**src/rtl/four_phase_rx_bridge.sv**
```systemverilog
// ----------------------------------------------------------------------------
// four_phase_rx_bridge
//
// Purpose:
//   Receives words from an asynchronous four-phase (return-to-zero) request/
//   acknowledge bundle and buffers them in a small FIFO for a synchronous
//   valid/ready consumer. The request is synchronized into the clk domain.
//   Each four-phase cycle produces exactly one FIFO push. When the FIFO is
//   full, the acknowledge is withheld to apply backpressure to the sender.
//
// Optional feature:
//   Define FOUR_PHASE_RX_TIMEOUT_EN to compile in a handshake watchdog. The
//   watchdog sets the sticky err flag when the FSM stays in ACK or DRAIN for
//   TIMEOUT_CYC cycles. Without the macro, err is tied low.
//
// Parameters:
//   DATA_W      - bundled data width
//   DEPTH       - FIFO entries (power of two, 2..16)
//   SYNC_STAGES - req_in synchronizer flops (2..3)
//   TIMEOUT_CYC - watchdog limit in clk cycles (1..65535)
//
// Ports:
//   clk      in   sole clock, rising edge
//   rst      in   synchronous active-high reset
//   req_in   in   four-phase request (asynchronous to clk)
//   data_in  in   bundled data, stable while req_in is high
//   ack_out  out  four-phase acknowledge (registered)
//   m_valid  out  FIFO head valid
//   m_data   out  FIFO head word
//   m_ready  in   downstream accepts head when m_valid is high
//   level    out  FIFO occupancy
//   err      out  sticky handshake timeout flag
// ----------------------------------------------------------------------------
module four_phase_rx_bridge #(
    parameter int DATA_W      = 16,
    parameter int DEPTH       = 4,
    parameter int SYNC_STAGES = 2,
    parameter int TIMEOUT_CYC = 255
) (
    input  logic                     clk,
    input  logic                     rst,
    input  logic                     req_in,
    input  logic [DATA_W-1:0]        data_in,
    output logic                     ack_out,
    output logic                     m_valid,
    output logic [DATA_W-1:0]        m_data,
    input  logic                     m_ready,
    output logic [$clog2(DEPTH):0]   level,
    output logic                     err
);

    localparam int PTR_W = $clog2(DEPTH);
    localparam int LVL_W = PTR_W + 1;

    typedef enum logic [1:0] {
        DRAIN = 2'd0,
        IDLE  = 2'd1,
        ACK   = 2'd2
    } state_t;

    // ------------------------------------------------------------------
    // Request synchronizer
    // ------------------------------------------------------------------
    logic [SYNC_STAGES-1:0] r_sync;
    // r_sync_vld marks how many synchronizer stages hold a real sample of
    // req_in since reset. Reset clears the flops to 0, so req_s would falsely
    // read low for a few cycles after reset. DRAIN must ignore that false low.
    // Otherwise, a request still held high across reset would be captured
    // again.
    logic [SYNC_STAGES-1:0] r_sync_vld;
    logic                   w_req_s;
    logic                   w_sync_primed;

    // NOTE: clocked state uses non-blocking (<=) so every flop samples the
    // pre-edge values of its neighbours; blocking here would turn the
    // synchronizer chain into a single wire.
    always_ff @(posedge clk) begin
        if (rst) begin
            r_sync     <= '0;
            r_sync_vld <= '0;
        end else begin
            r_sync     <= {r_sync[SYNC_STAGES-2:0], req_in};
            r_sync_vld <= {r_sync_vld[SYNC_STAGES-2:0], 1'b1};
        end
    end

    assign w_req_s       = r_sync[SYNC_STAGES-1];
    assign w_sync_primed = r_sync_vld[SYNC_STAGES-1];

    // ------------------------------------------------------------------
    // FIFO status
    // ------------------------------------------------------------------
    logic [PTR_W-1:0]  r_wr_ptr;
    logic [PTR_W-1:0]  r_rd_ptr;
    logic [LVL_W-1:0]  r_level;
    logic              w_full;
    logic              w_pop;
    logic              w_push;

    // Push eligibility uses the pre-edge level. A pop on the same edge that
    // the FIFO is full therefore cannot enable a push until the next cycle.
    assign w_full = (r_level == LVL_W'(DEPTH));
    assign w_pop  = (r_level != '0) && m_ready;

    // ------------------------------------------------------------------
    // Handshake FSM
    // ------------------------------------------------------------------
    state_t r_state;
    state_t w_next_state;
    logic   r_ack;

    // NOTE: every signal written here receives a default first, so no path
    // through the case leaves it unassigned and no latch is inferred.
    always_comb begin
        w_next_state = r_state;
        w_push       = 1'b0;
        case (r_state)
            DRAIN: begin
                if (w_sync_primed && !w_req_s) begin
                    w_next_state = IDLE;
                end
            end
            IDLE: begin
                if (w_req_s && !w_full) begin
                    w_push       = 1'b1;
                    w_next_state = ACK;
                end
            end
            ACK: begin
                if (!w_req_s) begin
                    w_next_state = IDLE;
                end
            end
            default: begin
                w_next_state = DRAIN;
            end
        endcase
    end

    // The acknowledge flop is loaded with the decoded next state. It is
    // therefore a true register, and it is aligned exactly with the state
    // register.
    always_ff @(posedge clk) begin
        if (rst) begin
            r_state <= DRAIN;
            r_ack   <= 1'b0;
        end else begin
            r_state <= w_next_state;
            r_ack   <= (w_next_state == ACK);
        end
    end

    assign ack_out = r_ack;

    // ------------------------------------------------------------------
    // FIFO storage and pointers
    // ------------------------------------------------------------------
    logic [DATA_W-1:0] r_mem [DEPTH];

    // NOTE: the storage array has no reset; the pointers and level define
    // which entries are meaningful, so clearing the data would only cost
    // reset fan-out.
    always_ff @(posedge clk) begin
        if (w_push && !rst) begin
            r_mem[r_wr_ptr] <= data_in;
        end
    end

    always_ff @(posedge clk) begin
        if (rst) begin
            r_wr_ptr <= '0;
            r_rd_ptr <= '0;
            r_level  <= '0;
        end else begin
            if (w_push) begin
                r_wr_ptr <= r_wr_ptr + PTR_W'(1);
            end
            if (w_pop) begin
                r_rd_ptr <= r_rd_ptr + PTR_W'(1);
            end
            if (w_push && !w_pop) begin
                r_level <= r_level + LVL_W'(1);
            end else if (w_pop && !w_push) begin
                r_level <= r_level - LVL_W'(1);
            end
        end
    end

    assign level   = r_level;
    assign m_valid = (r_level != '0);
    assign m_data  = r_mem[r_rd_ptr];

    // ------------------------------------------------------------------
    // Handshake watchdog
    // ------------------------------------------------------------------
`ifdef FOUR_PHASE_RX_TIMEOUT_EN
    localparam int CNT_W = 16;

    logic [CNT_W-1:0] r_wd_cnt;
    logic [CNT_W-1:0] w_wd_cnt_next;
    logic             r_err;

    // The counter restarts on every state change. It advances only while
    // the FSM waits in ACK or DRAIN, and it saturates at the limit.
    always_comb begin
        w_wd_cnt_next = r_wd_cnt;
        if (w_next_state != r_state) begin
            w_wd_cnt_next = '0;
        end else if ((r_state != IDLE) && (r_wd_cnt != CNT_W'(TIMEOUT_CYC))) begin
            w_wd_cnt_next = r_wd_cnt + CNT_W'(1);
        end
    end

    always_ff @(posedge clk) begin
        if (rst) begin
            r_wd_cnt <= '0;
            r_err    <= 1'b0;
        end else begin
            r_wd_cnt <= w_wd_cnt_next;
            if (w_wd_cnt_next == CNT_W'(TIMEOUT_CYC)) begin
                r_err <= 1'b1;
            end
        end
    end

    assign err = r_err;
`else
    assign err = 1'b0;
`endif

endmodule
```
**config.mk**
```make
export PLATFORM = sky130hd
export DESIGN_NAME = four_phase_rx_bridge
export DESIGN_NICKNAME = d
export VERILOG_FILES = /design/src/rtl/four_phase_rx_bridge.sv
export SDC_FILE = /design/constraint.sdc
export NUM_CORES = 1
export LEC_CHECK = 0
export ABC_AREA = 0
export CAP_MARGIN = 0
export CORE_UTILIZATION = 48
export DETAILED_ROUTE_END_ITERATION = 6
export HOLD_SLACK_MARGIN = 0.03
export PLACE_DENSITY = 0.7
export SETUP_SLACK_MARGIN = 0.02
export SLEW_MARGIN = 20
export SYNTH_ARGS = -nofsm -noshare
export SYNTH_HDL_FRONTEND = slang
export SYNTH_SLANG_ARGS = --single-unit
```
**constraint.sdc**
```tcl
create_clock -name clk -period 2.37 [get_ports clk]
set_clock_uncertainty 0.2 [all_clocks]
set_input_delay 0.474 -clock clk [delete_from_list [all_inputs] [get_ports clk]]
set_output_delay 0.474 -clock clk [all_outputs]
set_load 0.02 [all_outputs]
```
==> flow_results.org <==
** STA
- The total count of hold-check failures in the final report came to 0.
- Of the available clock period, the critical path in the final layout requires 0.971.
- Across all setup checks in the final design, the least slack found is 0.0676 ns.
- Unrepaired setup endpoints after global routing :: no
- Post-Route Setup TNS :: 0 ns
- # setup viols final :: 0
- Max Slew Vio Count :: 0
- Remaining max-slew budget at the tightest pin :: 0.588
- The worst path needs 2.30 ns of the cycle, external delays included.
- Max frequency :: 434 MHz
- At the pin with the least slew margin, the transition time is around 0.61 ns.
- Hold is met by 0.257 ns.

** Routing
- Detailed routing inserted a total of about 1.6k vias.
- In this run the remaining antenna-violating nets after routing total 0.
- Drt total wl :: slightly above 5 mm
- Number of DRC violations after detailed routing :: 0
- The first TritonRoute pass finished after 4 iterations.
- Detailed-route wire length per cell :: between 15 and 20 um
- The first routing iteration left 50 violations.
- After detailed routing, the number of vias per cell comes to 5.27.

** Clock network
- Clock-pin slew was measured on the worst setup and hold paths at 0.07 ns.
- Clock buffer count from CTS :: 9
- The longest clock path from root to sink contains 2 buffers.
- TritonCTS clock tree :: built
- Number of H-tree branching levels :: 3
- Clock network latency to the later pin of the worst-skew pair :: 0.33 ns
- The cell sitting at the root of the clock tree is a sky130_fd_sc_hd__clkbuf_8.
- The clock drives 80 sinks.
- The number of hold buffers added after CTS was 0.

** Final layout
- The sequential cells in the finished layout cover a total of 2250 um^2.
- Area Overhead vs Synth :: 25.2%
- After routing the design area is 3860 um^2.
- The repair_antennas step left the layout with diodes totalling 0.
- In the final layout, the share of cells above drive strength 1 is 0.261.
- Number of fill cells in the layout :: ~440
- In the final design database the tool counted 244 nets.
- Summing all multi-input logic gate instances after layout gives between 700 and 800 um^2.

** Power
- IR analysis of the VDD net gives a maximum drop of 0.509 mV.
- Leakage :: 1.39 nW
- Dividing total power by cell area gives a power density of 818 nW/um^2.

** GRT
- Pin count of the biggest net entering global routing :: 17
- The first global-routing pass estimated roughly 7.8 mm of wire.
- For this run, the total global-route usage over all layers was measured as 0.166.
- The number of antenna violations at the first check in global routing was 0.
- Grt total ovfl :: 0
- The number of global-route vias before repair came to approximately 1.6k.

** Placement
- Half-perimeter wire length after detailed placement :: ~3.5 mm
- Prior to clock tree synthesis, the placed netlist has a worst setup slack of -0.211 ns.
- The congestion estimate from routability-driven global placement came to 0.666.
- Cell area reported after detailed placement :: 3680 um^2
- In this run the tool buffered the top-level ports with 40 buffer cells.

** Die
- Std cell rows :: 28
- In this run the vertical extent of the chip is 82.1 um.
- # IOs :: 42
- The initial utilization of the core area, before any placement, comes to 0.508.
- The total area inside the core boundary comes to approximately 6000 um^2.
- The die is roughly 82 um wide.
- The floorplan step defined a die boundary enclosing a little under 7000 um^2.

** Worst setup path
- In this run the worst path has a maximum fanout of 8.
- STA classifies the critical path endpoint as an output port.
- The setup check on the worst reg-to-reg path leaves a slack of 0.07 ns.
- CP Class :: flip-flop to output port
- Data on the critical path arrives at its endpoint at roughly 1.6 ns.
- STA classifies the critical path startpoint as a flip-flop.
- At the worst endpoint, the required time is 1.70 ns.

** Yosys
- Register bit total from synthesis :: 80
- Number of warning messages in the yosys log :: 0
- The cell area that synthesis handed to floorplanning was 3080 um^2.
- Netlist cell types :: 30
- Of the post-synthesis cell area, the dominant cell type holds 0.624.
- Syn Inst Count :: 154
- Of all cell types, the one taking the most synthesized area is sky130_fd_sc_hd__edfxtp_1.
- Net count after synthesis :: 180
- Part of the Yosys area used for sequential elements :: 0.728
- In the post-synthesis netlist, the biggest area contributors are sky130_fd_sc_hd__edfxtp_1 62%, sky130_fd_sc_hd__mux4_1 14%, sky130_fd_sc_hd__dfxtp_1 10%, sky130_fd_sc_hd__ha_1 2.0%, sky130_fd_sc_hd__xor2_1 1.1%.
- Averaged over all synthesized cells, the footprint is 20.0 um^2.

** Job
- Across the run, the number of max-cap violations was 0.

** Hold path
- Class of the worst hold path :: flip-flop to flip-flop

** Status
- Result of the run :: finished clean
worst paths after layout:
check / start / endpoint / depth (start not counted)
worst min register to register: r_sync[0] / r_sync[1] / 1
worst min-delay path: r_sync[0] / r_sync[1] / 1
worst max register to register: level[2] / level[2] / 8
worst max-delay path: flip-flop / m_data[15] / 3
cells in the mapped netlist:
| cell type | number |
|---|---|
| sky130_fd_sc_hd__a21oi_1 | 1 |
| sky130_fd_sc_hd__and2_1 | 4 |
| sky130_fd_sc_hd__and3_1 | 2 |
| sky130_fd_sc_hd__buf_2 | 1 |
| sky130_fd_sc_hd__buf_4 | 1 |
| sky130_fd_sc_hd__buf_6 | 2 |
| sky130_fd_sc_hd__clkbuf_1 | 2 |
| sky130_fd_sc_hd__conb_1 | 1 |
| sky130_fd_sc_hd__dfxtp_1 | 16 |
| sky130_fd_sc_hd__edfxtp_1 | 64 |
| sky130_fd_sc_hd__fa_1 | 1 |
| sky130_fd_sc_hd__ha_1 | 5 |
| sky130_fd_sc_hd__inv_1 | 5 |
| sky130_fd_sc_hd__mux2_2 | 1 |
| sky130_fd_sc_hd__mux2i_1 | 2 |
| sky130_fd_sc_hd__mux4_1 | 16 |
| sky130_fd_sc_hd__nand2_1 | 2 |
| sky130_fd_sc_hd__nand2b_1 | 2 |
| sky130_fd_sc_hd__nor2_1 | 8 |
| sky130_fd_sc_hd__nor2b_1 | 3 |
| sky130_fd_sc_hd__nor3_2 | 1 |
| sky130_fd_sc_hd__nor3b_4 | 1 |
| sky130_fd_sc_hd__nor4_1 | 1 |
| sky130_fd_sc_hd__o211a_1 | 1 |
| sky130_fd_sc_hd__o21ai_0 | 2 |
| sky130_fd_sc_hd__o311ai_0 | 1 |
| sky130_fd_sc_hd__o31ai_1 | 2 |
| sky130_fd_sc_hd__or3_1 | 1 |
| sky130_fd_sc_hd__or3_2 | 1 |
| sky130_fd_sc_hd__xor2_1 | 4 |
worst max-delay path, stage by stage, from the launching register on:
cell	delay [ns]
sky130_fd_sc_hd__dfxtp_2	0.38
sky130_fd_sc_hd__clkbuf_16	0.18
sky130_fd_sc_hd__mux4_1	0.56
sky130_fd_sc_hd__buf_2	0.18
layout make-up:
cell class	instances	share of cell area
clock buffers	10	0.0331
clock inverters	5	0.0188
inverters	5	0.00487
multi-input cells	63	0.204
flip-flops and latches	80	0.584
well taps	75	0.0243
repair buffers	59	0.131
per-stage QoR:
stage,utilization,power [mW],cells
after global placement,0.607,2.18,279
after detailed placement,0.607,2.20,279
final,0.636,3.15,297
after floorplan,-,1.95,154
after CTS,0.627,3.15,294
after global routing,0.636,3.28,297
placed cells by master (no fill, tap or decap), drive strengths merged, types with 4 or more instances in the layout:
master         netlist  routed
inv                  5       5
ha                   5       5
mux4                16      16
clkbuf               2      11
clkdlybuf4s50        0      23
buf                  4      34
nor2                 8       8
edfxtp              64      64
and2                 4       4
xor2                 4       4
dfxtp               16      16
routing by layer:
metal	global-route usage	up-vias	wire [um]
li1	-	736	-
met1	0.193	792	2170
met2	0.292	31	2740
met3	0.0429	6	225
met4	0.0632	0	48
met5	0	-	0
sequential cells by signal, indices dropped and copies added (netlist names), named ones only:
register,flops
r_rd_ptr,2
r_wr_ptr,2
r_sync_vld,2
r_mem,64
r_state,2
ack_out,1
r_sync,2
level,3
report_power, final:
group	switching (mW)	internal [mW]
logic	0.260	0.282
registers	0.0518	1.56
clock network	0.424	0.579
total	0.736	2.42
cells by family after synthesis:
logic type | after synthesis | synth area share
AO/OA/AOI/OAI | 7 | 0.0158
XOR/XNOR | 4 | 0.0114
adder cells (fa/ha/maj) | 6 | 0.0268
buffers and inverters | 11 | 0.0199
flip-flops | 80 | 0.728
multiplexers | 19 | 0.147
other | 1 | 0.00122
AND/OR/NAND/NOR | 26 | 0.0504
repair_timing:
action                                  4_1_cts  5_1_grt
endpoints found under the setup margin       17        2
gates resized for setup                      65        7
pin swaps                                     0        1
endpoints found under the hold margin         0        0
setup buffers                                 0        2
cloned                                        0        1
Power figures use the tool's default switching activity.
